### src/rtl/discrete_audio_pkg.sv
// Shared types, limits and saturation helpers for the discrete audio mixer.
package discrete_audio_pkg;

    typedef logic signed [15:0] sample_t;

    localparam sample_t SAMPLE_MAX = 16'sd32767;
    localparam sample_t SAMPLE_MIN = -16'sd32768;

    // Wide copies of the limits so comparisons stay in the accumulator domain.
    localparam logic signed [47:0] WIDE_MAX = 48'sd32767;
    localparam logic signed [47:0] WIDE_MIN = -48'sd32768;

    typedef enum logic [1:0] {
        IDLE  = 2'd0,
        ACCUM = 2'd1,
        SAT   = 2'd2
    } mixer_state_t;

    function automatic sample_t saturate_16(input logic signed [47:0] v);
        if (v > WIDE_MAX) begin
            return SAMPLE_MAX;
        end else if (v < WIDE_MIN) begin
            return SAMPLE_MIN;
        end
        return $signed(v[15:0]);
    endfunction

    function automatic logic is_clipped(input logic signed [47:0] v);
        return (v > WIDE_MAX) || (v < WIDE_MIN);
    endfunction

endpackage

### src/rtl/discrete_mac.sv
// Registered signed x unsigned multiply-accumulate with synchronous clear.
// One cycle per product; clear has priority over accumulate.
module discrete_mac #(
    parameter int ACC_W = 35
) (
    input  logic                    i_clk,
    input  logic                    i_reset,
    input  logic                    i_clr,
    input  logic                    i_en,
    input  logic signed [15:0]      i_a,
    input  logic [15:0]             i_b,
    output logic signed [ACC_W-1:0] o_acc
);

    logic signed [32:0]      w_a_ext;
    logic signed [32:0]      w_b_ext;
    logic signed [32:0]      w_prod;
    logic signed [ACC_W-1:0] w_prod_ext;
    logic signed [ACC_W-1:0] r_acc;

    // Gain is zero-extended so the full 0..65535 range stays positive.
    assign w_a_ext    = {{17{i_a[15]}}, i_a};
    assign w_b_ext    = {17'b0, i_b};
    assign w_prod     = w_a_ext * w_b_ext;
    assign w_prod_ext = ACC_W'(w_prod);

    always_ff @(posedge i_clk) begin
        if (i_reset || i_clr) begin
            r_acc <= '0;
        end else if (i_en) begin
            r_acc <= r_acc + w_prod_ext;
        end
    end

    assign o_acc = r_acc;

endmodule

### src/rtl/discrete_audio_mixer.sv
// Mixes NUM_CHANNELS gain-scaled samples into one saturated sample per audio tick via one shared MAC.
// Latency NUM_CHANNELS+2 cycles; optional clip counter under DISCRETE_MIXER_CLIP_COUNT_EN.
module discrete_audio_mixer
    import discrete_audio_pkg::*;
#(
    parameter int CLOCK_RATE     = 50000000,
    parameter int SAMPLE_RATE    = 48000,
    parameter int NUM_CHANNELS   = 4,
    parameter int GAIN_FRAC_BITS = 8
) (
    input  logic                        i_clk,
    input  logic                        i_reset,
    input  logic                        i_audio_clk_en,
    input  logic [16*NUM_CHANNELS-1:0]  i_in,
    input  logic [16*NUM_CHANNELS-1:0]  i_gain,
    output sample_t                     o_out,
    output logic                        o_out_valid
`ifdef DISCRETE_MIXER_CLIP_COUNT_EN
    ,
    output logic [15:0]                 o_clip_count
`endif
);

    localparam int IDX_W  = (NUM_CHANNELS > 1) ? $clog2(NUM_CHANNELS) : 1;
    localparam int ACC_W  = 33 + $clog2(NUM_CHANNELS);
    localparam int DATA_W = 16 * NUM_CHANNELS;

    if (NUM_CHANNELS < 1 || NUM_CHANNELS > 16) begin : g_bad_channels
        $error("discrete_audio_mixer: NUM_CHANNELS must be 1..16");
    end
    if (CLOCK_RATE / SAMPLE_RATE < NUM_CHANNELS + 2) begin : g_bad_rate
        $error("discrete_audio_mixer: too few clock cycles per audio sample");
    end

    mixer_state_t            r_state;
    logic [IDX_W-1:0]        r_idx;
    logic [DATA_W-1:0]       r_snap_in;
    logic [DATA_W-1:0]       r_snap_gain;
    sample_t                 r_out;
    logic signed [ACC_W-1:0] w_acc;
    logic signed [15:0]      w_sel_in;
    logic [15:0]             w_sel_gain;
    logic signed [47:0]      w_shifted;
    logic                    w_last;
    logic                    w_commit;

    assign w_sel_in   = $signed(r_snap_in[{r_idx, 4'b0000} +: 16]);
    assign w_sel_gain = r_snap_gain[{r_idx, 4'b0000} +: 16];
    assign w_shifted  = 48'(w_acc) >>> GAIN_FRAC_BITS;
    assign w_last     = (r_idx == IDX_W'(NUM_CHANNELS - 1));
    // A tick landing in SAT aborts that sample, so the commit is masked by it.
    assign w_commit   = (r_state == SAT) && !i_audio_clk_en && !i_reset;

    discrete_mac #(
        .ACC_W (ACC_W)
    ) u_mac (
        .i_clk   (i_clk),
        .i_reset (i_reset),
        .i_clr   (i_audio_clk_en),
        .i_en    (r_state == ACCUM),
        .i_a     (w_sel_in),
        .i_b     (w_sel_gain),
        .o_acc   (w_acc)
    );

    always_ff @(posedge i_clk) begin
        if (i_reset) begin
            r_state     <= IDLE;
            r_idx       <= '0;
            r_snap_in   <= '0;
            r_snap_gain <= '0;
            r_out       <= '0;
        end else if (i_audio_clk_en) begin
            r_state     <= ACCUM;
            r_idx       <= '0;
            r_snap_in   <= i_in;
            r_snap_gain <= i_gain;
        end else begin
            case (r_state)
                ACCUM: begin
                    if (w_last) begin
                        r_state <= SAT;
                    end else begin
                        r_idx <= r_idx + 1'b1;
                    end
                end
                SAT: begin
                    r_out   <= saturate_16(w_shifted);
                    r_state <= IDLE;
                end
                default: r_state <= IDLE;
            endcase
        end
    end

`ifdef DISCRETE_MIXER_CLIP_COUNT_EN
    logic [15:0] r_clip_count;

    always_ff @(posedge i_clk) begin
        if (i_reset) begin
            r_clip_count <= '0;
        end else if (w_commit && is_clipped(w_shifted) && (r_clip_count != 16'hFFFF)) begin
            r_clip_count <= r_clip_count + 16'd1;
        end
    end

    assign o_clip_count = r_clip_count;
`endif

    assign o_out       = r_out;
    assign o_out_valid = w_commit;

endmodule
### config.mk
export PLATFORM = sky130hd
export DESIGN_NAME = discrete_audio_mixer
export DESIGN_NICKNAME = d
export VERILOG_FILES = /design/src/rtl/discrete_audio_pkg.sv /design/src/rtl/discrete_mac.sv /design/src/rtl/discrete_audio_mixer.sv
export SDC_FILE = /design/constraint.sdc
export NUM_CORES = 1
export LEC_CHECK = 0
export CAP_MARGIN = 20
export CORE_MARGIN = 5
export CORE_UTILIZATION = 55
export CTS_BUF_LIST = sky130_fd_sc_hd__clkbuf_4 sky130_fd_sc_hd__clkbuf_8
export DETAILED_ROUTE_END_ITERATION = 10
export GPL_TIMING_DRIVEN = 0
export PLACE_DENSITY = 0.79
export SETUP_SLACK_MARGIN = 0.5
export SKIP_LAST_GASP = 1
export SLEW_MARGIN = 20
export SYNTH_ARGS = -nofsm -noshare
export SYNTH_HDL_FRONTEND = slang
export SYNTH_SLANG_ARGS = --single-unit
### constraint.sdc
create_clock -name i_clk -period 6.1 [get_ports i_clk]
set_input_delay 0.915 -clock i_clk [delete_from_list [all_inputs] [get_ports i_clk]]
set_output_delay 0.915 -clock i_clk [all_outputs]
set_load 0.005 [all_outputs]
Word-level counts from Yosys, hierarchy flattened
Index checks and enable logic that the tools add are counted.
Word-level totals
  input bits: 131
  word-level logic and storage cells: 41
  output and inout port bits: 17
  register bits: 183
Cells by class
  equal/unequal tests: 4
  reduce and logical (&&, ||, !) cells: 9
  $lt $le $gt $ge: 2
  add/subtract/negate cells: 2
  multiplexer cells: 11
  bitwise gates (word level): 3
  shift operators: 2
  multiply operators: 1
Operator list (count)
  64-bit by 7-bit indexed part select with 16-bit output: 2
  16-bit two-way mux: 3
  35-bit by 33-bit adder with 35-bit output: 1
  16-bit by 17-bit multiplier with 33-bit output: 1
  27-bit by 16-bit > comparator with 1-bit output, second input constant: 1
  27-bit by 16-bit < comparator with 1-bit output, second input constant: 1
  1-bit two-way mux: 8
  2-bit == test, second input constant: 2
  2-bit AND reduction: 2
  3-bit != test, second input constant: 1
  1-bit NOT: 3
  3-bit OR reduction: 1
  2-bit by 1-bit adder with 2-bit output, second input constant: 1
  2-bit by 1-bit == test with 1-bit output, second input constant: 1
  1-bit logical AND: 2
  1-bit logical NOT: 2
  2-bit OR reduction: 1
  1-bit logical OR: 1

Depth between registers and ports, before layout
  depth after elaboration: 7
  depth in mapped cells: 29
  gate-level depth less buffers: 24

Hierarchy
Synthesis repeated with hierarchy kept, for this count alone.
Unflattened totals
  cells, all modules: 1844
  area, all modules: 17332.9 µm²
By module, submodules not included
  discrete_mac: cells an instance 1295, area each 11250.8 µm², seq. area each 700.7 µm², times used 1
  discrete_audio_mixer: cells an instance 549, area each 6082.1 µm², seq. area each 2962.8 µm², times used 1

Least setup slack after synthesis
No wires, ideal clock.
  path kind: flip-flop to flip-flop
  start: reg r_idx[0]
  end: reg u_mac.r_acc[29] (netlist: u_mac.o_acc[29])
  cell stages (with the launch flop): 24
  arrival: 6.643 ns
  data required time: 5.983 ns
  path buffers: 3
  slack: -0.660 ns
  cell sequence: dfxtp_1 > buf_2 > clkbuf_1 > mux2_2 > o21ai_0 > clkbuf_1 > nor2_1 > fa_1 > inv_1 > fa_1 > inv_1 > fa_1 > fa_1 > fa_1 > inv_1 > fa_1 > inv_1 > ha_1 > a21oi_1 > o21ai_1 > a21oi_1 > o21ai_0 > or3_1 > a32o_1
Between the ends
  cells in the longest elaborated chain, start to end: 3
  elaborated cells on any way between the ends: 4
Ends and longest elaborated chain
  start, declared: RTL line discrete_audio_mixer.sv:36  | logic [IDX_W-1:0] r_idx;
  start signal, assigned: RTL line discrete_audio_mixer.sv:84  | r_idx <= r_idx + 1'b1;
  64-bit by 7-bit indexed part select with 16-bit output (on tied branches): RTL line discrete_audio_mixer.sv:47, discrete_audio_mixer.sv:48
  16-bit by 17-bit multiplier with 33-bit output *: RTL line discrete_mac.sv:24  | assign w_prod = w_a_ext * w_b_ext;
  35-bit by 33-bit adder with 35-bit output *: RTL line discrete_mac.sv:31  | r_acc <= r_acc + w_prod_ext;
  end signal, assigned: RTL line discrete_mac.sv:31
  end, declared: RTL line discrete_mac.sv:19  | logic signed [ACC_W-1:0] r_acc;
Every way passes the cells marked *; elsewhere a longest branch is shown, timed or not.
A chain may end at the register's enable or synchronous reset.

Worst setup path in the final report
  start: reg r_idx[0]
  end: reg u_mac.r_acc[26] (netlist: u_mac.o_acc[26])
The elaborated chain is that of the path after synthesis.

==> metrics <==
status=finished with violations; failing checks=negative setup slack; Worst Setup Start Kind=flip-flop; detailed-route DRC error count=0; most frequent cells in the layout=inv_1 (308), nor2_1 (256), fa_1 (220); die area=approximately 35000 µm²; Post-synth EDFFs=0; Pleak=10.4 nW; largest area contributor in the synthesized netlist=fa_1; pre-CTS setup slack=-0.933 ns; Slew headroom=around a quarter; row cnt=65; Sw Ratio=between 40% and 50%; antenna diode count=0; Max Cap Viol=0; total wire length=58700 µm; Die W=188 µm; vias in the first global route=about 16000; Cell Pwr Density=between 150 and 200 nW/µm²; final setup fails=23; chip height=around 190 µm; critical path arrival=~7.1 ns; Slew @ Worst Pin=~1.1 ns; layout cell share with drive strength beyond 1=between 10% and 20%; nets=2740; detailed-route via count=roughly 15000; largest cells by area after synthesis=fa_1 (26%), dfxtp_1 (21%), ha_1 (8.9%); Syn Std Cell Area=roughly 17000 µm²; Post-CTS Hold Buffers=0; clock latency at the later pin of the worst-skew pair=roughly 0.54 ns; Net Sw Power=about 1.7 mW; via-per-instance ratio=slightly below 6; min Tclk post-route=6.66 ns; first-pass GRT wire length=about 89000 µm; worst hold path class=reg -> reg; total negative setup slack=-8.21 ns; Clk pwr share=between 20 and 25%; Seq pwr share=between 30% and 40%; clock sinks=~180; Ports=148; combinational fraction of design power=49.4%; area share of the largest cell type after synthesis=a little over a quarter; post-synthesis net count=roughly 2400; Overflow after GRT=0; Max Freq=0.150 GHz; period utilisation layout=109%; sequential fraction of the synthesis area=21.1%; number of antenna-violating nets in the routed design=0; Ys Warns=0; Synth Area per Inst=slightly below 9 µm²; Iteration-0 DRC Markers=roughly 1400; Crit Path Category=reg -> reg; DR WL/cell=~22 µm; H-Tree Depth=4; Post-DP HPWL=44200 µm; clk_skew=0.0277 ns; final setup margin=-0.556 ns; routability cong.=~0.96; Yosys reg bits=roughly 180; count of final hold-check violations=0; root buf cell=clkbuf_8; CTS Buf Count=17; P_int=approximately 2.6 mW; core area=31400 µm²; Worst VDD drop=approximately 150 µV; ys flop type=dfxtp_1; input/output buffers=about 150; TritonCTS clock tree=built; asr flop ratio synth=0%; Syn Inst Count=a little under 2000; Slew Viols, Final=0; DRT Pass-1 Iters=5; initial core utilization=between 50% and 60%; most common cell after layout, fill and taps aside=inv_1; clock-pin slew on the worst setup and hold paths=about 0.12 ns; RSZ-0062 raised after global routing=yes; Worst EP required=6.51 ns; hold_ws=about 0.47 ns; Worst Setup End Kind=flip-flop; largest net degree at the start of global routing=19; clk buf depth=2; crit-path max FO=7; Netlist cell types=59; Syn-to-layout area delta=30.4%; Global Route Usage Sum=approximately 33%; initial antenna violation count=0
flip-flops by register name, indices dropped and copies added (netlist names):
| signal | cells |
|---|---|
| r_snap_gain | 64 |
| r_snap_in | 64 |
| u_mac.o_acc | 35 |
| o_out | 16 |
| r_idx | 2 |
| r_state | 2 |
metrics by stage:
stage | util (%) | power (mW) | area (µm²) | std cells
after floorplan | - | 2.46 | 18000 | 1963
after global placement | 63.6 | 2.90 | 20000 | 2511
after detailed placement | 63.6 | 2.95 | 20000 | 2511
after CTS | 69.9 | 4.04 | 21900 | 2630
after global routing | 72.2 | 4.54 | 22700 | 2672
final | 72.2 | 4.31 | 22700 | 2672
final cells by class:
cell class                      count  area, µm²
Multi-Input combinational cell   1356      13300
Fill cell                        2276       8730
Sequential cell                   183       3670
Timing Repair Buffer              275       2780
Inverter                          336       1280
Buffer                             89        766
Tap cell                          402        503
Clock buffer                       18        241
Clock inverter                     13        160
cell families (layout without fill, tap and decap cells):
family,after synthesis,count (layout),share of synthesized area (%)
AO/OA/AOI/OAI,213,214,7.98
XOR/XNOR,11,11,0.555
adder cells (fa/ha/maj),351,351,35.1
buffers and inverters,425,731,9.33
flip-flops,183,183,21.1
multiplexers,178,178,11.4
AND/OR/NAND/NOR,602,602,14.6
synth_stat cells (4+ instances only):
| cell type | instances |
|---|---|
| a211oi_1 | 21 |
| a21o_1 | 14 |
| a21oi_1 | 51 |
| a31oi_1 | 7 |
| a32o_1 | 4 |
| and2_1 | 32 |
| buf_1 | 12 |
| buf_2 | 17 |
| clkbuf_1 | 59 |
| dfxtp_1 | 183 |
| fa_1 | 227 |
| ha_1 | 124 |
| inv_1 | 336 |
| mux2_2 | 18 |
| mux2i_1 | 146 |
| mux4_2 | 14 |
| nand2_1 | 211 |
| nand2b_1 | 12 |
| nand3_1 | 20 |
| nand4_1 | 8 |
| nor2_1 | 271 |
| nor2b_1 | 10 |
| nor3_1 | 14 |
| o211ai_1 | 12 |
| o21a_1 | 19 |
| o21ai_0 | 34 |
| o21ai_1 | 20 |
| o31ai_1 | 6 |
| or3_1 | 12 |
| xnor2_1 | 8 |
final timing paths:
check	from	slack, ns	depth (start not counted)	to
worst max-delay path	r_idx[0]	-0.56	26	u_mac.o_acc[26]
worst min register to register	u_mac.o_acc[2]	0.47	2	u_mac.o_acc[2]
worst max register to register	r_idx[0]	-0.56	26	u_mac.o_acc[26]
worst min-delay path	u_mac.o_acc[2]	0.47	2	u_mac.o_acc[2]
power by group through the flow:
stage	logic, mW	clock network [mW]	registers [mW]
finish	2.13	0.873	1.31
global route	2.30	0.919	1.31
CTS	1.86	0.873	1.31
detailed placement	1.62	0	1.33
global placement	1.57	0	1.33
floorplan	1.15	0	1.31
repair_timing:
action / CTS / global route
setup buffers: 79 / 42
pin swaps: 71 / 103
endpoints found under the setup margin: 28 / 27
cloned: 9 / 0
resized for setup: 169 / 111
per-layer routing:
layer,global-route usage [%],wire length [µm]
met5,0,0
met1,42.1,22700
met3,6.18,4960
met4,15.6,3070
met2,54.5,28000
critical path: stages, from the launching register on:
cell and delay, ns:
dfxtp_4 0.38, buf_12 0.15, buf_12 0.16, buf_12 0.16, mux2i_4 0.27, nand2_4 0.12
o21ai_4 0.16, buf_6 0.16, nor2_1 0.05, fa_1 0.50, inv_1 0.05, fa_1 0.45
fa_1 0.52, inv_1 0.05, fa_1 0.50, fa_1 0.51, inv_1 0.05, fa_1 0.52
inv_2 0.07, ha_4 0.29, nand2_4 0.06, o31ai_4 0.31, nand4_1 0.30, a32oi_2 0.37
buf_4 0.18, xnor2_2 0.10, o21ai_1 0.07
Power figures use the tool's default switching activity.
